<file path="config.mk">
export PLATFORM = sky130hd
export DESIGN_NAME = popcount_histogram
export DESIGN_NICKNAME = d
export VERILOG_FILES = /design/src/rtl/popcount_hist_pkg.sv /design/src/rtl/popcount_hist_bin_bank.sv /design/src/rtl/popcount_histogram.sv
export SDC_FILE = /design/constraint.sdc
export NUM_CORES = 1
export LEC_CHECK = 0
export ABC_CLOCK_PERIOD_IN_PS = 5390
export BUFFER_PORTS_ARGS = -buffer_cell sky130_fd_sc_hd__buf_2
export CAP_MARGIN = 20
export CORE_MARGIN = 3
export CORE_UTILIZATION = 40
export DETAILED_ROUTE_END_ITERATION = 10
export RECOVER_POWER = 100
export SETUP_SLACK_MARGIN = 0.02
export SYNTH_ARGS = -nofsm -noshare
export SYNTH_HDL_FRONTEND = slang
export SYNTH_SLANG_ARGS = --single-unit
</file>
<file path="constraint.sdc">
create_clock -name clk_i -period 5.39 [get_ports clk_i]
set_input_delay 1.078 -clock clk_i [delete_from_list [all_inputs] [get_ports clk_i]]
set_output_delay 1.078 -clock clk_i [all_outputs]
set_load 0.1 [all_outputs]
</file>
<file path="src/rtl/popcount_hist_pkg.sv">
`default_nettype none
// ============================================================================
// popcount_hist_pkg : shared FSM type and sizing helper for the histogram
// Revision : 1.0
// ============================================================================
package popcount_hist_pkg;

  typedef enum logic {
    ACCUM = 1'b0,
    DUMP  = 1'b1
  } state_t;

  function automatic int bin_w(input int width);
    return $clog2(width) + 1;
  endfunction

endpackage
`default_nettype wire

</file>
<file path="src/rtl/popcount_hist_bin_bank.sv">
`default_nettype none
// ============================================================================
// popcount_hist_bin_bank : WIDTH+1 saturating bin counters, one increment port
//                          and one read-and-clear port
// Revision : 1.0
// ============================================================================
module popcount_hist_bin_bank
  import popcount_hist_pkg::*;
#(
  parameter int WIDTH = 8,
  parameter int CNT_W = 9,
  parameter int BIN_W = bin_w(WIDTH)
) (
  input  logic             clk_i,
  input  logic             srst_i,
  input  logic             inc_en_i,
  input  logic [BIN_W-1:0] inc_idx_i,
  input  logic             clr_en_i,
  input  logic [BIN_W-1:0] clr_idx_i,
  input  logic [BIN_W-1:0] rd_idx_i,
  output logic [CNT_W-1:0] rd_cnt_o,
  output logic             rd_sat_o
);

  localparam logic [CNT_W-1:0] c_cnt_max = '1;

  logic [WIDTH:0][CNT_W-1:0] r_cnt;
  logic [WIDTH:0][CNT_W-1:0] w_cnt_nxt;
  logic [WIDTH:0]            r_sat;
  logic [WIDTH:0]            w_sat_nxt;

  // Out-of-range indices match no bin, so they are silently ignored.
  always_comb begin
    w_cnt_nxt = r_cnt;
    w_sat_nxt = r_sat;
    for (int i = 0; i <= WIDTH; i++) begin
      if (clr_en_i && (clr_idx_i == BIN_W'(i))) begin
        w_cnt_nxt[i] = '0;
        w_sat_nxt[i] = 1'b0;
      end else if (inc_en_i && (inc_idx_i == BIN_W'(i))) begin
        if (r_cnt[i] == c_cnt_max) begin
          w_sat_nxt[i] = 1'b1;
        end else begin
          w_cnt_nxt[i] = r_cnt[i] + 1'b1;
        end
      end
    end
  end

  // The read port returns the post-update value so the caller can register it
  // and still see a same-cycle increment.
  always_comb begin
    rd_cnt_o = '0;
    rd_sat_o = 1'b0;
    for (int i = 0; i <= WIDTH; i++) begin
      if (rd_idx_i == BIN_W'(i)) begin
        rd_cnt_o = w_cnt_nxt[i];
        rd_sat_o = w_sat_nxt[i];
      end
    end
  end

  always_ff @(posedge clk_i) begin
    if (srst_i) begin
      r_cnt <= '0;
      r_sat <= '0;
    end else begin
      r_cnt <= w_cnt_nxt;
      r_sat <= w_sat_nxt;
    end
  end

endmodule
`default_nettype wire

</file>
<file path="src/rtl/popcount_histogram.sv">
`default_nettype none
// ============================================================================
// popcount_histogram : per-value histogram of popcount results over a frame,
//                      dumped bin by bin over valid/ready at frame end
// Revision : 1.0
// ============================================================================
module popcount_histogram
  import popcount_hist_pkg::*;
#(
  parameter int WIDTH     = 8,
  parameter int FRAME_LEN = 256,
  parameter int CNT_W     = $clog2(FRAME_LEN + 1)
) (
  input  logic                      clk_i,
  input  logic                      srst_i,
  input  logic [bin_w(WIDTH)-1:0]   data_i,
  input  logic                      data_val_i,
  input  logic                      flush_i,
  output logic                      busy_o,
  output logic                      drop_o,
  output logic [bin_w(WIDTH)-1:0]   hist_bin_o,
  output logic [CNT_W-1:0]          hist_cnt_o,
  output logic                      hist_sat_o,
  output logic                      hist_val_o,
  output logic                      hist_last_o,
  input  logic                      hist_ready_i
);

  localparam int                    c_bin_w     = bin_w(WIDTH);
  localparam int                    c_smp_w     = $clog2(FRAME_LEN + 1);
  localparam logic [c_bin_w-1:0]    c_last_bin  = c_bin_w'(WIDTH);
  localparam logic [c_smp_w-1:0]    c_frame_end = c_smp_w'(FRAME_LEN - 1);

  state_t               r_state;
  logic [c_smp_w-1:0]   r_smp_cnt;
  logic                 r_drop;
  logic                 r_hist_val;
  logic                 r_hist_last;
  logic [c_bin_w-1:0]   r_hist_bin;
  logic [CNT_W-1:0]     r_hist_cnt;
  logic                 r_hist_sat;

  logic                 w_accept;
  logic                 w_frame_end;
  logic                 w_word_acc;
  logic [c_bin_w-1:0]   w_rd_idx;
  logic [CNT_W-1:0]     w_rd_cnt;
  logic                 w_rd_sat;

  assign w_accept    = (r_state == ACCUM) && data_val_i;
  assign w_frame_end = (r_state == ACCUM) &&
                       ((w_accept && (r_smp_cnt == c_frame_end)) ||
                        (flush_i && ((r_smp_cnt != '0) || w_accept)));
  assign w_word_acc  = (r_state == DUMP) && r_hist_val && hist_ready_i;

  // Index of the word that will be presented next cycle.
  always_comb begin
    w_rd_idx = r_hist_bin;
    if (r_state == ACCUM) begin
      w_rd_idx = '0;
    end else if (w_word_acc) begin
      w_rd_idx = r_hist_bin + 1'b1;
    end
  end

  popcount_hist_bin_bank #(
    .WIDTH (WIDTH),
    .CNT_W (CNT_W),
    .BIN_W (c_bin_w)
  ) u_bank (
    .clk_i     (clk_i),
    .srst_i    (srst_i),
    .inc_en_i  (w_accept),
    .inc_idx_i (data_i),
    .clr_en_i  (w_word_acc),
    .clr_idx_i (r_hist_bin),
    .rd_idx_i  (w_rd_idx),
    .rd_cnt_o  (w_rd_cnt),
    .rd_sat_o  (w_rd_sat)
  );

  always_ff @(posedge clk_i) begin
    if (srst_i) begin
      r_state     <= ACCUM;
      r_smp_cnt   <= '0;
      r_drop      <= 1'b0;
      r_hist_val  <= 1'b0;
      r_hist_last <= 1'b0;
      r_hist_bin  <= '0;
      r_hist_cnt  <= '0;
      r_hist_sat  <= 1'b0;
    end else begin
      r_drop <= data_val_i && (r_state == DUMP);
      case (r_state)
        ACCUM: begin
          if (w_frame_end) begin
            r_state     <= DUMP;
            r_smp_cnt   <= '0;
            r_hist_val  <= 1'b1;
            r_hist_bin  <= '0;
            r_hist_last <= (WIDTH == 0);
            r_hist_cnt  <= w_rd_cnt;
            r_hist_sat  <= w_rd_sat;
          end else if (w_accept) begin
            r_smp_cnt <= r_smp_cnt + 1'b1;
          end
        end
        DUMP: begin
          if (w_word_acc) begin
            if (r_hist_last) begin
              r_state     <= ACCUM;
              r_hist_val  <= 1'b0;
              r_hist_last <= 1'b0;
              r_hist_bin  <= '0;
              r_hist_cnt  <= '0;
              r_hist_sat  <= 1'b0;
            end else begin
              r_hist_bin  <= w_rd_idx;
              r_hist_last <= (w_rd_idx == c_last_bin);
              r_hist_cnt  <= w_rd_cnt;
              r_hist_sat  <= w_rd_sat;
            end
          end
        end
        default: r_state <= ACCUM;
      endcase
    end
  end

  assign busy_o      = (r_state == DUMP);
  assign drop_o      = r_drop;
  assign hist_bin_o  = r_hist_bin;
  assign hist_cnt_o  = r_hist_cnt;
  assign hist_sat_o  = r_hist_sat;
  assign hist_val_o  = r_hist_val;
  assign hist_last_o = r_hist_last;

endmodule
`default_nettype wire

</file>
==> results.cfg, run 1 <==
[status]
status = completed

[timing]
fin_ws_ns = 1.14
slew_viol_final = 0
worst_slew_pin_slew_ns = 1.18
layout_min_cycle_time_ns = 4.25
final.setup.tns_ns = 0
skew_ns = 0.00777
hold_violations = 0
rsz0062_at_grt = false
setup_viol = 0
max_slew_margin_pct = 21.8
clock.fmax_mhz = 235
period_share_pct = 78.9

[finish]
layout.area.seq_um2 = 2340
drive_above_1_share_pct = 5.96
multi_input_area_um2 = 4130
fin_nets = 885
final_cells = 1089
syn_to_final_growth_pct = 13.1
nFillCells = 1591
num_antenna_cells = 0

[synthesis]
synth_top_area_share_pct = 35.3
yosysTopAreaCell = dfxtp_1
synth_edf_count = 0
syn-num-nets = 860
synthTopCellsByCount = nor2_1, dfxtp_1, nand2_1, nor3_1, nand3_1
synth-main-ff-cell = dfxtp_1
yosysSeqAreaShare_pct = 35.3
ys_warn_count = 0
yosys.cell_count.top_type = nor2_1
syn_area_um2 = 6640
syn_inst = 835
synth_area_leaders = dfxtp_1, nor2_1, nand2_1, xnor2_1, nor3_1
synth_cell_types = 74
avgSynthCellArea_um2 = 7.96
async_flop_share_pct = 0
synth-seq-cells = 117

[clock_network]
cts_buffer_depth = 2
cts_setup_buffers = 0
cts_root_buf = clkbuf_16
path_clk_slew_ns = 0.05
cts-buffers-inserted = 17
clkLatencyLatePin_ns = 0.42
cts_tree = built
cts_hold_buf = 0
cts_num_sinks = 117
htreeDepth = 4
cts_resized = 0

[global_routing]
use_met3_pct = 5.40
grt_pass1_vias = 5956
grt_overflow = 0
antenna_found_initial = 0
grtUsageMet1_pct = 33.3
grt.busiest_layer = met2
grt_pass1_wl_um = 32900
grt_max_degree = 46
grt.total_usage_pct = 23.2
gr-usage-met2_pct = 34.8

[detailed_routing]
drc = 0
num_vias = 6459
drt-pass1-iter-count = 5
wl_um = 20500
routedWlPerCell_um = 18.9
drt_iter0_drc = 606
vias_per_cell = 5.93
ant_nets = 0

[worst_hold_path]
hold_start = u_bank.r_sat[0]$_SDFF_PP0_
hold_class = reg2reg

[worst_setup_path]
cp_max_fo = 31
crit_path_start = busy_o$_SDFF_PP0_
slowest_delay_ns = 0.99
start_kind = register
path_delay_family = simple AND/OR/NAND/NOR gates
crit_buf_inv = 0
path_class = reg2reg
cp.arrival_ns = 4.56
r2r_start = busy_o$_SDFF_PP0_
slowest_stage = dfxtp_1
cp.required_ns = 5.70
end_kind = register
cp_cell_sequence = nand3_1 > nor3b_1 > and2_0 > a21oi_1 > a221oi_1 > o221ai_1 > o31a_1

[floorplanning]
core_area_um2 = 16100
die_h_um = 135
initial_core_util_pct = 41.4
rows = 46
die_w_um = 135
die-area_um2 = 18200
io_pins = 27

[power]
vdd_ir_drop_max_uv = 210
p_leak_uw = 0.00255
power_density_nw_per_um2 = 277

[place]
dpl.cell_count = 1057
pre_cts_ws_ns = 1.59
io_buffers = 26
gp_congestion = 1.01
hpwl_um = 15500

[flow_run]
max-cap-violations = 0
==> layout make-up <==
| cell class | instances | share of cell area (%) |
|---|---|---|
| Clock buffer | 22 | 6.18 |
| Clock inverter | 10 | 1.40 |
| Inverter | 16 | 0.800 |
| Multi-Input combinational cell | 677 | 55.0 |
| Sequential cell | 117 | 31.2 |
| Tap cell | 216 | 3.60 |
| Timing Repair Buffer | 31 | 1.85 |
==> registers in the layout, indices dropped and copies added, names as in the netlist <==
signal        flops
r_smp_cnt         9
drop_o            1
u_bank.r_cnt     81
hist_val_o        1
hist_sat_o        1
hist_bin_o        4
hist_last_o       1
busy_o            1
hist_cnt_o        9
u_bank.r_sat      9
==> worst min-delay path, cell delays in order (launching register included) <==
cell and delay [ns]:
dfxtp_1 0.30, a31oi_1 0.07, nor2_1 0.08
==> cells in the final DEF (no fill, tap or decap), types with 7 or more instances in the layout <==
cell type	count
inv_1	15
o221ai_1	9
nand3_1	41
nor3b_1	7
ha_1	16
and3_1	23
nor3_1	46
dfxtp_1	117
a31oi_1	10
xor2_1	18
clkbuf_16	17
nand2_1	86
nor2_1	121
xnor2_1	30
o211ai_1	10
a21oi_1	32
nand4_1	21
clkbuf_1	24
and2_1	14
mux2i_1	14
a21o_1	7
nor4_1	15
o21ai_0	29
or3_1	7
==> path summary, 6_finish.rpt <==
check	endpoint	slack (ns)	cells after the start
min reg2reg	u_bank.r_sat[0]$_SDFF_PP0_	0.48	2
min	u_bank.r_sat[0]$_SDFF_PP0_	0.48	2
max reg2reg	hist_sat_o$_SDFFE_PP0P_	1.14	7
max	hist_sat_o$_SDFFE_PP0P_	1.14	7
==> layer usage <==
| metal | vias to the layer above | share of wire [%] |
|---|---|---|
| li1 | 3147 | - |
| met1 | 3037 | 48 |
| met2 | 240 | 43 |
| met3 | 35 | 6.8 |
| met4 | 0 | 2.0 |
| met5 | - | 0 |
==> metrics by stage <==
step                total power (uW)  cell area [um2]  util [%]  hold slack [ns]
finish                          2080             7510      46.8            0.484
global route                    2150             7510      46.8            0.513
CTS                             2100             7540      47.0            0.487
detailed placement              1010             6980      43.4            0.473
global placement                1010             6980      43.4            0.470
floorplan                        976             6640         -            0.424
==> power by group <==
| group | leakage, uW | switching, uW | internal, uW |
|---|---|---|---|
| clock | 0.000279 | 392 | 698 |
| combinational | 0.00133 | 82.9 | 28.5 |
| sequential | 0.000943 | 11.5 | 871 |
==> kinds of logic after synthesis <==
logic type / Yosys count / synth area share [%]
and+or+nand+nor: 430 / 32.9
AOI/OAI and AO/OA: 165 / 17.2
DFF: 117 / 35.3
xor gates and xnor gates: 48 / 6.33
buffers and inverters: 41 / 2.54
muxes: 18 / 2.79
adders and majority gates: 16 / 3.01
Power figures use the tool's default switching activity.
==> inputs of run 2 (changes only) <==
--- a/config.mk
+++ b/config.mk
@@ -5,7 +5,8 @@
 export SDC_FILE = /design/constraint.sdc
 export NUM_CORES = 1
 export LEC_CHECK = 0
-export ABC_CLOCK_PERIOD_IN_PS = 5390
+export ABC_AREA = 1
+export ABC_CLOCK_PERIOD_IN_PS = 3900
 export BUFFER_PORTS_ARGS = -buffer_cell sky130_fd_sc_hd__buf_2
 export CAP_MARGIN = 20
 export CORE_MARGIN = 3
==> constraint.sdc (replaced) <==
create_clock -name clk_i -period 3.9 [get_ports clk_i]
set_input_delay 0.78 -clock clk_i [delete_from_list [all_inputs] [get_ports clk_i]]
set_output_delay 0.78 -clock clk_i [all_outputs]
set_load 0.1 [all_outputs]
==> run 2 against run 1 <==
Count of clock-buffer cells in the layout down 1. Clock power up 45%. Core utilization down 1.1 points. Synthesized cell count up 33%. Largest power group unchanged. Synthesized area up 8.0%. Cell count up 26%. Largest cell class unchanged. Global-route usage down 2.9 points.
==> results.cfg, run 2 <==
[status]
status = completed

[finish]
syn_to_final_growth_pct = 11.0
final_cell_mix = nand2_1, nor2_1, nand3_1
top_register = u_bank.r_cnt
layout.area.seq_um2 = 2340
final_common_cell = nand2_1
drive_above_1_share_pct = 7.50
final_area_um2 = 7960
fin_nets = 1158
num_antenna_cells = 0
multi_input_area_um2 = 4170
nFillCells = 1821
largest_reg_flops = 81

[detailed_routing]
vias_per_cell = 5.10
ant_nets = 0
top_layer = met5
wl_met2_um = 8750
wl_um = 19700
num_vias = 6994
drt-pass1-iter-count = 6
wl_met1_um = 9770
drt_iter0_drc = 534
routedWlPerCell_um = 14.4
dr_wl_met3_um = 950
drc = 0

[synthesis]
synth-main-ff-cell = dfxtp_1
synth_edf_count = 0
synth-seq-cells = 117
yosysSeqAreaShare_pct = 32.7
yosysTopAreaCell = dfxtp_1
synth_top_area_share_pct = 32.7
synth_area_leaders = dfxtp_1, nand2_1, nor2_1, nand3_1, inv_1
ys_warn_count = 0
synth_cell_types = 47
syn_area_um2 = 7170
syn_inst = 1110
async_flop_share_pct = 0
synthTopCellsByCount = nand2_1, nor2_1, nand3_1, dfxtp_1, inv_1
yosys.cell_count.top_type = nand2_1
avgSynthCellArea_um2 = 6.46
syn-num-nets = 1135

[place]
postPlaceCellArea_um2 = 7460
hpwl_um = 14800
pre_cts_ws_ns = 1.15
gp_congestion = 0.860
io_buffers = 26

[clock_network]
cts_buffer_depth = 2
cts-buffers-inserted = 17
htreeDepth = 4
cts_root_buf = clkbuf_16
cts_setup_buffers = 0
cts_hold_buf = 0
path_clk_slew_ns = 0.06
cts_tree = built
cts_resized = 0
clkLatencyLatePin_ns = 0.43
cts_num_sinks = 117

[timing]
skew_ns = 0.0126
rsz0062_at_grt = false
slew_viol_final = 0
max_slew_margin_pct = 19.2
holdWs_ns = 0.459
clock.fmax_mhz = 330
layout_min_cycle_time_ns = 3.03
period_share_pct = 77.7
final.setup.tns_ns = 0
worst_slew_pin_slew_ns = 1.22
hold_violations = 0
setup_viol = 0
fin_ws_ns = 0.870

[flow_run]
max-cap-violations = 0

[power]
p_leak_uw = 0.00330
power_density_nw_per_um2 = 393
total_power_uw = 3130
vdd_ir_drop_max_uv = 305

[worst_setup_path]
cp_max_fo = 14
cp.arrival_ns = 3.32
path_common_cell = nand2_1
start_kind = register
crit_buf_inv = 3
path_delay_family = simple AND/OR/NAND/NOR gates
slowest_stage = dfxtp_1
slowest_delay_ns = 0.75
cp_cell_sequence = inv_8 > nand2_1 > nor2_1 > nand2_1 > inv_1 > nand2_1 > inv_1 > nor2_1 > nor2_1 > nand2_1 > nand4_1 > nor2_1 > nand3_1 > nand2_1 > a21oi_1
path_class = reg2reg
cp.required_ns = 4.19
end_kind = register

[global_routing]
grt_pass1_vias = 6341
grt_max_degree = 53
antenna_found_initial = 1
grt_overflow = 0
grt.total_usage_pct = 20.3
grt_pass1_wl_um = 32300

[worst_hold_path]
hold_class = reg2reg

[floorplanning]
die_h_um = 140
io_pins = 27
initial_core_util_pct = 41.2
die_w_um = 140
core_area_um2 = 17400
die-area_um2 = 19600
rows = 48
-- run 2: cell types whose count changed after synthesis, moves of 10 or more --
cell and delta:
nand2_1 +146, inv_1 +90, nand3_1 +88, xnor2_1 -22, and3_1 -22, nor4_1 -10, and2_1 -19, nor3_1 -10
nand2_2 +12, nor2_1 +101, mux2i_1 -14
-- run 2: worst register-to-register path, delay by kind of cell, from the launching register on --
kind	cells	cell delay [ns]
buffers and inverters	3	0.34
DFF	1	0.75
and+or+nand+nor	11	1.75
AOI/OAI and AO/OA	1	0.06
-- run 2: layer usage --
layer,global-route usage [%],vias to the layer above
met5,0,-
met4,4.79,2
li1,-,3659
met1,28.7,3150
met3,4.71,27
met2,31.8,156
-- run 2: through the flow --
step	utilization (%)	std cells
4_1_cts	46.3	1371
3_3_place_gp	42.9	1339
5_1_grt	45.7	1371
2_1_floorplan	-	1110
3_5_place_dp	42.9	1339
6_report	45.7	1371
-- run 2: cell families after synthesis --
logic type	after synthesis	share of synthesized area [%]
xor gates and xnor gates	30	3.66
buffers and inverters	140	8.11
and+or+nand+nor	706	44.8
adders and majority gates	16	2.79
DFF	117	32.7
AOI/OAI and AO/OA	101	7.96
-- run 2: power breakdown --
group	leakage (uW)	internal (uW)	switching, uW
Sequential	0.000945	1220	28.7
Combinational	0.00206	66.4	235
Clock	0.000289	991	591
-- run 2: worst paths after layout --
| check | endpoint | start | cells after the start | slack, ns |
|---|---|---|---|---|
| worst min-delay path | r_smp_cnt[8]$_SDFFE_PP0P_ | r_smp_cnt[8]$_SDFFE_PP0P_ | 2 | 0.46 |
| worst min register to register | r_smp_cnt[8]$_SDFFE_PP0P_ | r_smp_cnt[8]$_SDFFE_PP0P_ | 2 | 0.46 |
| worst max-delay path | hist_cnt_o[0]$_SDFFE_PP0P_ | busy_o$_SDFF_PP0_ | 15 | 0.87 |
| worst max register to register | hist_cnt_o[0]$_SDFFE_PP0P_ | busy_o$_SDFF_PP0_ | 15 | 0.87 |
-- run 2: area by class of cell --
cell class	count	area share, %
Timing Repair Buffer	28	1.57
Inverter	116	5.60
Sequential cell	117	29.4
Tap cell	225	3.54
Multi-Input combinational cell	853	52.4
Clock inverter	11	1.57
Clock buffer	21	5.91
